### config.mk
export PLATFORM = sky130hd
export DESIGN_NAME = alu_mul_sequencer
export DESIGN_NICKNAME = d
export VERILOG_FILES = /design/src/rtl/alu_mul_sequencer.sv
export SDC_FILE = /design/constraint.sdc
export NUM_CORES = 1
export LEC_CHECK = 0
export ABC_AREA = 1
export CORE_MARGIN = 2
export CORE_UTILIZATION = 42
export CTS_CLUSTER_DIAMETER = 60
export CTS_CLUSTER_SIZE = 28
export DETAILED_ROUTE_END_ITERATION = 8
export PLACE_DENSITY_LB_ADDON = 0.2
export RECOVER_POWER = 25
export SYNTH_ARGS = -nofsm -noshare
export SYNTH_HDL_FRONTEND = slang
export SYNTH_SLANG_ARGS = --single-unit
### constraint.sdc
create_clock -name clk -period 1.51 [get_ports clk]
set_input_delay 0.151 -clock clk [delete_from_list [all_inputs] [get_ports clk]]
set_output_delay 0.151 -clock clk [all_outputs]
set_load 0.01 [all_outputs]
### src/rtl/alu_mul_sequencer.sv
// Shift-and-add multiplier sequencer producing the low WIDTH bits of op_a*op_b
// by borrowing an external adder (ALU control 4'b0000) while busy.
module alu_mul_sequencer #(
  parameter int WIDTH      = 64,
  parameter bit EARLY_EXIT = 1'b0
) (
  input  logic             clk,
  input  logic             reset,
  input  logic             start,
  input  logic [WIDTH-1:0] op_a,
  input  logic [WIDTH-1:0] op_b,
  output logic             busy,
  output logic             done,
  output logic [WIDTH-1:0] product,
  output logic [WIDTH-1:0] alu_a,
  output logic [WIDTH-1:0] alu_b,
  output logic [3:0]       alu_ctrl,
  input  logic [WIDTH-1:0] alu_result
);

  localparam int CW = $clog2(WIDTH) + 1;

  typedef enum logic [1:0] {IDLE, RUN, DONE} state_t;

  state_t           state, state_next;
  logic [WIDTH-1:0] m, q, acc, acc_next;
  logic [CW-1:0]    cnt;
  logic             last;

  always_comb begin
    acc_next   = q[0] ? alu_result : acc;
    // Early exit looks at the multiplier bits that remain after this iteration.
    last       = (cnt == CW'(WIDTH - 1)) || (EARLY_EXIT && (q[WIDTH-1:1] == '0));
    state_next = state;
    busy       = 1'b0;
    done       = 1'b0;
    alu_a      = '0;
    alu_b      = '0;
    alu_ctrl   = 4'b0000;
    case (state)
      IDLE: if (start) state_next = RUN;
      RUN: begin
        busy  = 1'b1;
        alu_a = acc;
        alu_b = m;
        if (last) state_next = DONE;
      end
      DONE: begin
        busy       = 1'b1;
        done       = 1'b1;
        state_next = IDLE;
      end
      default: state_next = IDLE;
    endcase
  end

  always_ff @(posedge clk) begin
    if (reset) state <= IDLE;
    else       state <= state_next;
  end

  always_ff @(posedge clk) begin
    if (reset) begin
      m       <= '0;
      q       <= '0;
      acc     <= '0;
      cnt     <= '0;
      product <= '0;
    end else begin
      case (state)
        IDLE: if (start) begin
          m   <= op_a;
          q   <= op_b;
          acc <= '0;
          cnt <= '0;
        end
        RUN: begin
          acc <= acc_next;
          m   <= m << 1;
          q   <= q >> 1;
          cnt <= cnt + 1'b1;
          if (last) product <= acc_next;
        end
        default: ;
      endcase
    end
  end

endmodule

# Yosys cells after proc, flatten, opt, wreduce, memory -nomap -nowiden
# Cells that the tools add are included.
[totals] register_bits=265 wordCells=34
[classes] n_addsub=1 n_eq_ne=5 n_mux=16 reduce_logical=6
[op_table] cell="$mux 64" count=6
[op_table] cell="$pmux 64 s2" count=3
[op_table] cell="$pmux 7 s2" count=1
[op_table] cell="$add 7x1->7 const B" count=1
[op_table] cell="$eq 7x6->1 const B" count=1
[op_table] cell="$mux 7" count=1
[op_table] cell="$reduce_and 2->1" count=3
[op_table] cell="$mux 2" count=2
[op_table] cell="$ne 2x2->1 const B" count=2
[op_table] cell="$pmux 2 s2" count=1
[op_table] cell="$eq 2x1->1 const B" count=1
[op_table] cell="$eq 2x2->1 const B" count=1
[op_table] cell="$logic_not 2->1" count=1
[op_table] cell="$mux 1" count=2
[op_table] cell="$reduce_bool 2->1" count=1
[op_table] cell="$reduce_or 2->1" count=1

# Logic depth before layout (Yosys ltp)
# Gate-level depths: netlist of run 1.
[depth] depth_word=3 depth_mapped=10 mapped_depth_nobuf=9

# Least setup slack after synthesis of run 1
# OpenSTA, ideal clock, no wires.
[synth_path] path_type="flip-flop to flip-flop" from="register state[1]" to="register m[12]" arrival_time_ps=1403 required_time_ps=1378 setup_slack_ps=-25 stages_incl_launch_ff=10 cell_sequence="dfxtp_1 -> inv_1 -> ha_1 -> buf_4 -> nand2_2 -> inv_2 -> buf_4 -> buf_2 -> a22oi_1 -> a21oi_1"
[synth_via] elab_chain_cells=3 elab_cells_between_ends=6
[synth_rtl] element="from (decl)" line="25" text="state_t state, state_next;"
[synth_rtl] element="from (signal assigned)" line="59" text="else state <= state_next;"
[synth_rtl] element="$eq 2x1->1 or $logic_not 2->1 (tied branches)" line="70" text="case (state)"
[synth_rtl] element="$reduce_bool 2->1 (no line) or $ne 2x2->1 (tied branches)"
[synth_rtl] element="$reduce_and 2->1 (no line)"
[synth_rtl] element="to (signal assigned)" line="72" text="m <= op_a;"
[synth_rtl] element="to (signal assigned)" line="79" text="m <= m << 1;"
[synth_rtl] element="to (decl)" line="26" text="logic [WIDTH-1:0] m, q, acc, acc_next;"
# Several ways; a longest one is shown, not always the timed one.
# A chain may end at the register's enable or synchronous reset.

# Worst setup path in the final report of run 1
[layout_path] from="register state[0]" to="output port alu_a[11]"
[layout_via] elab_chain_cells=2
[layout_rtl] element="$eq 2x1->1" line="40" text="case (state)"
[layout_rtl] element="$mux 64" line="40"
[layout_rtl] element="to (decl)" line="15" text="output logic [WIDTH-1:0] alu_a,"
# Every way passes these cells.

==> out/qor.csv, run 1 <==
stage;metric;value;unit
hold_path;launch point of the worst hold path;op_b[63];
timing;final-report setup violation count;456;
routing;total DRC errors in the routed layout;0;
timing;maximum clock frequency;500;MHz
logic_synthesis;Post-Syn Area;12000;um2
finish;design area;20300;um2
power_and_ir_drop;worst vdd rail ir drop;0.000666;V
routing;total via count after detailed routing;13600;
floorplanning;Row Count;61;
global_route;global route total overflow;0;
clocking;Clock Path Buffers;3;
finish;number of nets at the end of the flow;2394;
power_and_ir_drop;power per standard cell area;882;nW/um2
finish;share of the core filled with cells in the final layout;0.726;
worst_setup_path;CP max-delay cell;dfxtp_4;
clocking;clock latency at the later pin of the worst-skew pair;0.53;ns
routing;post-detailed-route count of antenna-violating nets;0;
floorplanning;I/O pins;393;
finish;share of cells above drive strength 1;0.284;
worst_setup_path;worst-path maximum fanout;8;
logic_synthesis;sequential share of the synthesized area;0.444;
timing;total count of hold-check failures in the final report;0;
placement;I/O Buffers;388;
clocking;H-tree levels;1;
clocking;clock transition at the registers of the reported paths;0.09;ns
routing;Routed Wire Length;45600;um
timing;total count of max-transition violations in the final report;0;
logic_synthesis;EDFF count, synth;0;
placement;final weighted congestion of routability-driven global placement;0.915;
finish;Area growth syn-to-layout;69.5;%
logic_synthesis;proportion of register bits with asynchronous set or reset after synthesis;0;
placement;post-place setup slack;-0.291;ns
timing;time the final worst path needs with I/O delays and setup;2.00;ns
routing;iteration-0 DRC count of the detailed router;1399;
routing;wire length on met1;18600;um
placement;area after detailed placement;16800;um2
logic_synthesis;cell types occupying the most area after synthesis;dfxtp_1 44%, nand2_1 19%, a21oi_1 7.3%;
clocking;number of clock sinks;265;
worst_setup_path;origin of the critical flop-to-flop path;state[0];
logic_synthesis;synth warn;0;
timing;RSZ-0062 raised after global routing;yes;
placement;HPWL Detailed;26900;um
placement;number of cells in the design after placement;2456;
run_status;violated checks;setup timing;
logic_synthesis;most area-hungry cell type in the Yosys netlist;dfxtp_1;
finish;layout filler cell count;2051;
routing;highest layer used for signal routing;met5;
worst_setup_path;Startpoint Class;register;
clocking;number of buffers added by the clock tree synthesis step;23;
worst_setup_path;type of the worst setup path;register to output pin;
power_and_ir_drop;overall power after layout;17.9;mW
floorplanning;die footprint;29800;um2
worst_setup_path;crit end category;output pin;
clocking;CTS tree;yes;
run;number of maximum-capacitance violations;0;
logic_synthesis;number of synthesized register bits;265;
finish;flip-flop and latch area;5310;um2
logic_synthesis;gate count of the mapped netlist;1744;
worst_setup_path;Crit. Startpoint;state[0];
floorplanning;Die Y;173;um
logic_synthesis;area share of the largest cell type after synthesis;0.444;
logic_synthesis;Synth Area per Inst;6.86;um2
timing;Post-Route Skew;0.0217;ns
finish;non-filler cells in the finished layout;2590;
worst_setup_path;delay of the slowest cell on the worst path;0.37;ns
finish;area of the multi-input gates;6280;um2
global_route;number of antenna violations at the first check in global routing;2;
logic_synthesis;most used flip-flop cell after synthesis;dfxtp_1;
worst_setup_path;CP Cell Sequence;ha_4, buf_12, clkbuf_16, buf_8, clkbuf_16, nand2_2, inv_1, buf_2;
timing;Final Cycle Share;1.32;
global_route;vias in the first global route;11800;
timing;Total Neg Setup Slack;-135.97;ns
routing;via density per instance;5.25;
global_route;first-pass GRT wire length;61100;um
hold_path;worst min path class;input pin to register;
worst_setup_path;critical path data arrival time;1.85;ns
floorplanning;width of the die;173;um
power_and_ir_drop;total leakage power;9.18;nW
timing;hold slack final;0.180;ns
clocking;clock tree root driver cell;clkbuf_16;
floorplanning;Std-Cell Core Area;27900;um2
timing;worst relative slew slack;0.669;
timing;slew at the pin with the worst max-slew slack;0.491;ns
floorplanning;starting utilization of the core area;0.428;
worst_setup_path;required time at the endpoint of the critical path;1.36;ns
routing;Met3 Routed Length;3640;um
logic_synthesis;Yosys cell types;23;
worst_setup_path;flop2flop setup slack;-0.46;ns
global_route;overall track demand over capacity in global routing;0.245;
routing;met2 wire length;21700;um
run_status;result of the run;complete, but fails checks;
routing;average routed wire per standard cell;17.6;um
timing;post-route worst setup slack;-0.491;ns
worst_setup_path;most used cell, CP;clkbuf_16;
routing;First-pass DRT Iterations;6;
global_route;largest net degree at the start of global routing;103;
## power by group
group / internal, mW / switching (mW) / total (mW)
sequential: 7.26 / 0.277 / 7.53
combinational: 2.21 / 1.88 / 4.09
clock: 3.07 / 3.20 / 6.27
total: 12.5 / 5.35 / 17.9
## final timing paths
check                 to  cells past startpoint
max            alu_a[11]                      8
min                q[63]                      3
max reg2reg        m[54]                     11
min reg2reg  product[59]                      2
## synthesized netlist by cell type, types with 2 or more instances
cell and number:
buf_4 16, a21oi_1 175, dfxtp_1 265, a22oi_1 64, buf_1 7, clkbuf_1 52, nor2_1 34, nor3_1 2
a2bb2oi_1 26, o21ai_0 66, a31oi_1 62, buf_2 61, inv_1 227, nand2_2 2, ha_1 4, nand3_1 68
nand2_1 607
## worst max-delay path: cells and delay by family, from the launching register on
kind / cells / cell delay (ns)
simple gates: 1 / 0.05
buf+inv: 6 / 0.73
flops: 1 / 0.37
fa+ha+maj: 1 / 0.18
## cells by family (layout without fill, tap and decap cells)
logic type | after synthesis | after routing | synth area share
and+or+nand+nor | 714 | 714 | 0.232
adders and majority gates | 4 | 4 | 0.00418
AOI/OAI and AO/OA | 394 | 394 | 0.193
other | 1 | 5 | 0.000314
xor gates and xnor gates | 1 | 1 | 0.000732
buffers and inverters | 365 | 829 | 0.126
DFF | 265 | 265 | 0.444
## flip-flops by register name (all words and copies together), names as in the netlist
register,flops
cnt,7
q,64
product,64
state,2
acc,64
m,64
## repair_timing
item | 4_1_cts | 5_1_grt
cloned | 1 | 45
buffers inserted | 0 | 51
hold endpoints to repair | 3 | 0
hold buffers | 1 | 0
pin swaps | 0 | 60
endpoints found under the setup margin | 427 | 457
gates resized for setup | 161 | 793
## cell type report
cell class / instances / area share
inverter: 229 / 0.0435
multi-input combinational: 1117 / 0.310
antenna: 1 / 0.000123
sequential: 265 / 0.262
clock buffer: 25 / 0.0288
timing repair buffer: 559 / 0.322
clock inverter: 16 / 0.0104
tap: 378 / 0.0233
## cells in the final DEF, fill, tap and decap left out, drive strengths merged, types with 2 or more instances in the layout
| cell | instances |
|---|---|
| conb | 4 |
| nand3 | 68 |
| nor3 | 2 |
| clkbuf | 72 |
| a21oi | 175 |
| buf | 254 |
| clkinv | 7 |
| a2bb2oi | 26 |
| clkdlybuf4s50 | 257 |
| inv | 237 |
| ha | 4 |
| a31oi | 62 |
| nand2 | 609 |
| nor2 | 34 |
| o21ai | 67 |
| dfxtp | 265 |
| a22oi | 64 |
## routing by layer
layer / track usage / vias up
li1: - / 6472
met1: 0.320 / 6349
met2: 0.404 / 677
met3: 0.0528 / 103
met4: 0.0777 / 2
met5: 0 / -
Power figures use the tool's default switching activity.
==> inputs of run 2 (changes only) <==
--- a/config.mk
+++ b/config.mk
@@ -6,6 +6,7 @@
 export NUM_CORES = 1
 export LEC_CHECK = 0
 export ABC_AREA = 1
+export CAP_MARGIN = 20
 export CORE_MARGIN = 2
 export CORE_UTILIZATION = 42
 export CTS_CLUSTER_DIAMETER = 60
==> results of run 2 <==
Same layout as run 1: the final DEF is identical, and so are final timing and power.
==> inputs of run 3 (changes only) <==
--- a/config.mk
+++ b/config.mk
@@ -12,6 +12,7 @@
 export CTS_CLUSTER_DIAMETER = 60
 export CTS_CLUSTER_SIZE = 28
 export DETAILED_ROUTE_END_ITERATION = 8
+export GPL_ROUTABILITY_DRIVEN = 0
 export PLACE_DENSITY_LB_ADDON = 0.2
 export RECOVER_POWER = 25
 export SYNTH_ARGS = -nofsm -noshare
==> out/qor.csv, run 3 (synthesis results as in run 1) <==
stage;metric;value;unit
worst_setup_path;Crit. Startpoint;state[1];
floorplanning;die footprint;29800;um2
worst_setup_path;most used cell, CP;buf_12;
run;number of maximum-capacitance violations;0;
worst_setup_path;delay of the slowest cell on the worst path;0.34;ns
worst_setup_path;R2R cell count;12;
clocking;number of clock sinks;265;
timing;hold slack final;0.0888;ns
global_route;global route total overflow;0;
routing;iteration-0 DRC count of the detailed router;1364;
worst_setup_path;crit end category;register;
timing;time the final worst path needs with I/O delays and setup;2.03;ns
worst_setup_path;type of the worst setup path;register to register;
timing;RSZ-0062 raised after global routing;yes;
placement;number of cells in the design after placement;2445;
clocking;clock latency at the later pin of the worst-skew pair;0.56;ns
hold_path;launch point of the worst hold path;reset;
finish;Area growth syn-to-layout;82.6;%
global_route;number of antenna violations at the first check in global routing;1;
run_status;violated checks;setup timing;
clocking;number of buffers added by the clock tree synthesis step;25;
routing;average routed wire per standard cell;19.9;um
routing;via density per instance;5.49;
run_status;result of the run;complete, but fails checks;
finish;non-filler cells in the finished layout;2615;
timing;final-report setup violation count;459;
worst_setup_path;critical path depth;12;
worst_setup_path;origin of the critical flop-to-flop path;state[1];
power_and_ir_drop;power per standard cell area;889;nW/um2
global_route;first-pass GRT wire length;70200;um
clocking;clock tree root driver cell;clkbuf_16;
clocking;CTS tree;yes;
floorplanning;Die Y;173;um
hold_path;worst min path class;input pin to register;
floorplanning;Row Count;61;
finish;design area;21800;um2
finish;leading cell type in the layout, fill and taps excluded;nand2_1;
placement;area after detailed placement;16600;um2
worst_setup_path;Startpoint Class;register;
floorplanning;I/O pins;393;
timing;total count of hold-check failures in the final report;0;
clocking;cts hold-fix bufs;0;
power_and_ir_drop;worst vdd rail ir drop;0.000697;V
worst_setup_path;CP Cell Sequence;inv_2, ha_4, buf_12, buf_8, buf_6, buf_8, nor2_4, buf_12, buf_12, clkbuf_16, a22oi_2, a21oi_1;
timing;total count of max-transition violations in the final report;0;
worst_setup_path;critical path data arrival time;2.51;ns
clocking;Clock Path Buffers;3;
timing;maximum clock frequency;492;MHz
finish;most frequent cells in the layout;398 x nand2_1, 261 x dfxtp_1, 257 x clkdlybuf4s50_1, 161 x inv_1, 113 x nand2_4;
worst_setup_path;CP max-delay cell;dfxtp_2;
clocking;clock transition at the registers of the reported paths;0.09;ns
global_route;vias in the first global route;13100;
worst_setup_path;required time at the endpoint of the critical path;1.99;ns
placement;post-place setup slack;-0.297;ns
timing;post-route worst setup slack;-0.522;ns
routing;total via count after detailed routing;14400;
worst_setup_path;worst-path maximum fanout;8;
finish;layout filler cell count;1792;
routing;total DRC errors in the routed layout;0;
global_route;largest net degree at the start of global routing;119;
floorplanning;starting utilization of the core area;0.428;
timing;slew at the pin with the worst max-slew slack;0.765;ns
finish;share of cells above drive strength 1;0.369;
floorplanning;Std-Cell Core Area;27900;um2
global_route;overall track demand over capacity in global routing;0.287;
worst_setup_path;kind of cell adding the most delay to the critical path;buffers and inverters;
hold_path;hold depth;5;
worst_setup_path;worst path buffer plus inverter count;8;
power_and_ir_drop;total leakage power;9.83;nW
placement;HPWL Detailed;26600;um
routing;post-detailed-route count of antenna-violating nets;0;
timing;worst relative slew slack;0.485;
routing;First-pass DRT Iterations;5;
timing;Final Cycle Share;1.35;
floorplanning;width of the die;173;um
clocking;H-tree levels;1;
finish;number of nets at the end of the flow;2416;
timing;Post-Route Skew;0.0298;ns
placement;I/O Buffers;388;
routing;Routed Wire Length;52100;um
[run 3: final timing paths]
check	end	slack, ns
min	cnt[3]	0.09
max	q[55]	-0.52
max reg2reg	q[55]	-0.52
min reg2reg	product[48]	0.45
[run 3: final cells by class]
class / instances / area [um2] / share of cell area
diodes: 1 / 2.50 / 0.000115
clock inverters: 21 / 312 / 0.0143
inverters: 229 / 890 / 0.0407
repair inverters: 1 / 11.3 / 0.000516
well taps: 378 / 473 / 0.0217
clock buffers: 25 / 626 / 0.0287
multi-input cells: 1117 / 7160 / 0.328
repair buffers: 578 / 7040 / 0.323
flip-flops and latches: 265 / 5310 / 0.243
[run 3: power by group]
group	total, mW	switching [mW]	internal [mW]
logic	4.62	2.19	2.43
clock network	7.24	3.66	3.58
registers	7.55	0.294	7.26
total	19.4	6.14	13.3
[run 3: tightest hold or removal path: stages]
cell,delay (ns)
buf_6,0.11
clkinv_1,0.07
o21ai_1,0.10
buf_4,0.13
nor2_1,0.04
[run 3: what timing repair did]
item	CTS	global route
pin swaps	35	99
gates resized for setup	709	582
setup buffers	50	40
cloned	39	24
hold endpoints to repair	0	0
setup endpoints to repair	435	459
[run 3: metrics by stage]
| stage | total power, mW | util | TNS [ns] |
|---|---|---|---|
| final | 19.4 | 0.782 | -153.73 |
| after floorplan | 8.85 | - | -0.275 |
| after global routing | 19.9 | 0.782 | -175.04 |
| after global placement | 10.2 | 0.596 | -54.86 |
| after CTS | 18.5 | 0.698 | -152.48 |
| after detailed placement | 10.2 | 0.596 | -68.86 |
[run 3: metal layers]
metal	track usage	up-vias	part of all wire
met5	0	-	0
met1	0.359	6753	0.38
met2	0.491	902	0.48
met4	0.0830	0	0.041
met3	0.0684	182	0.099
li1	-	6532	-
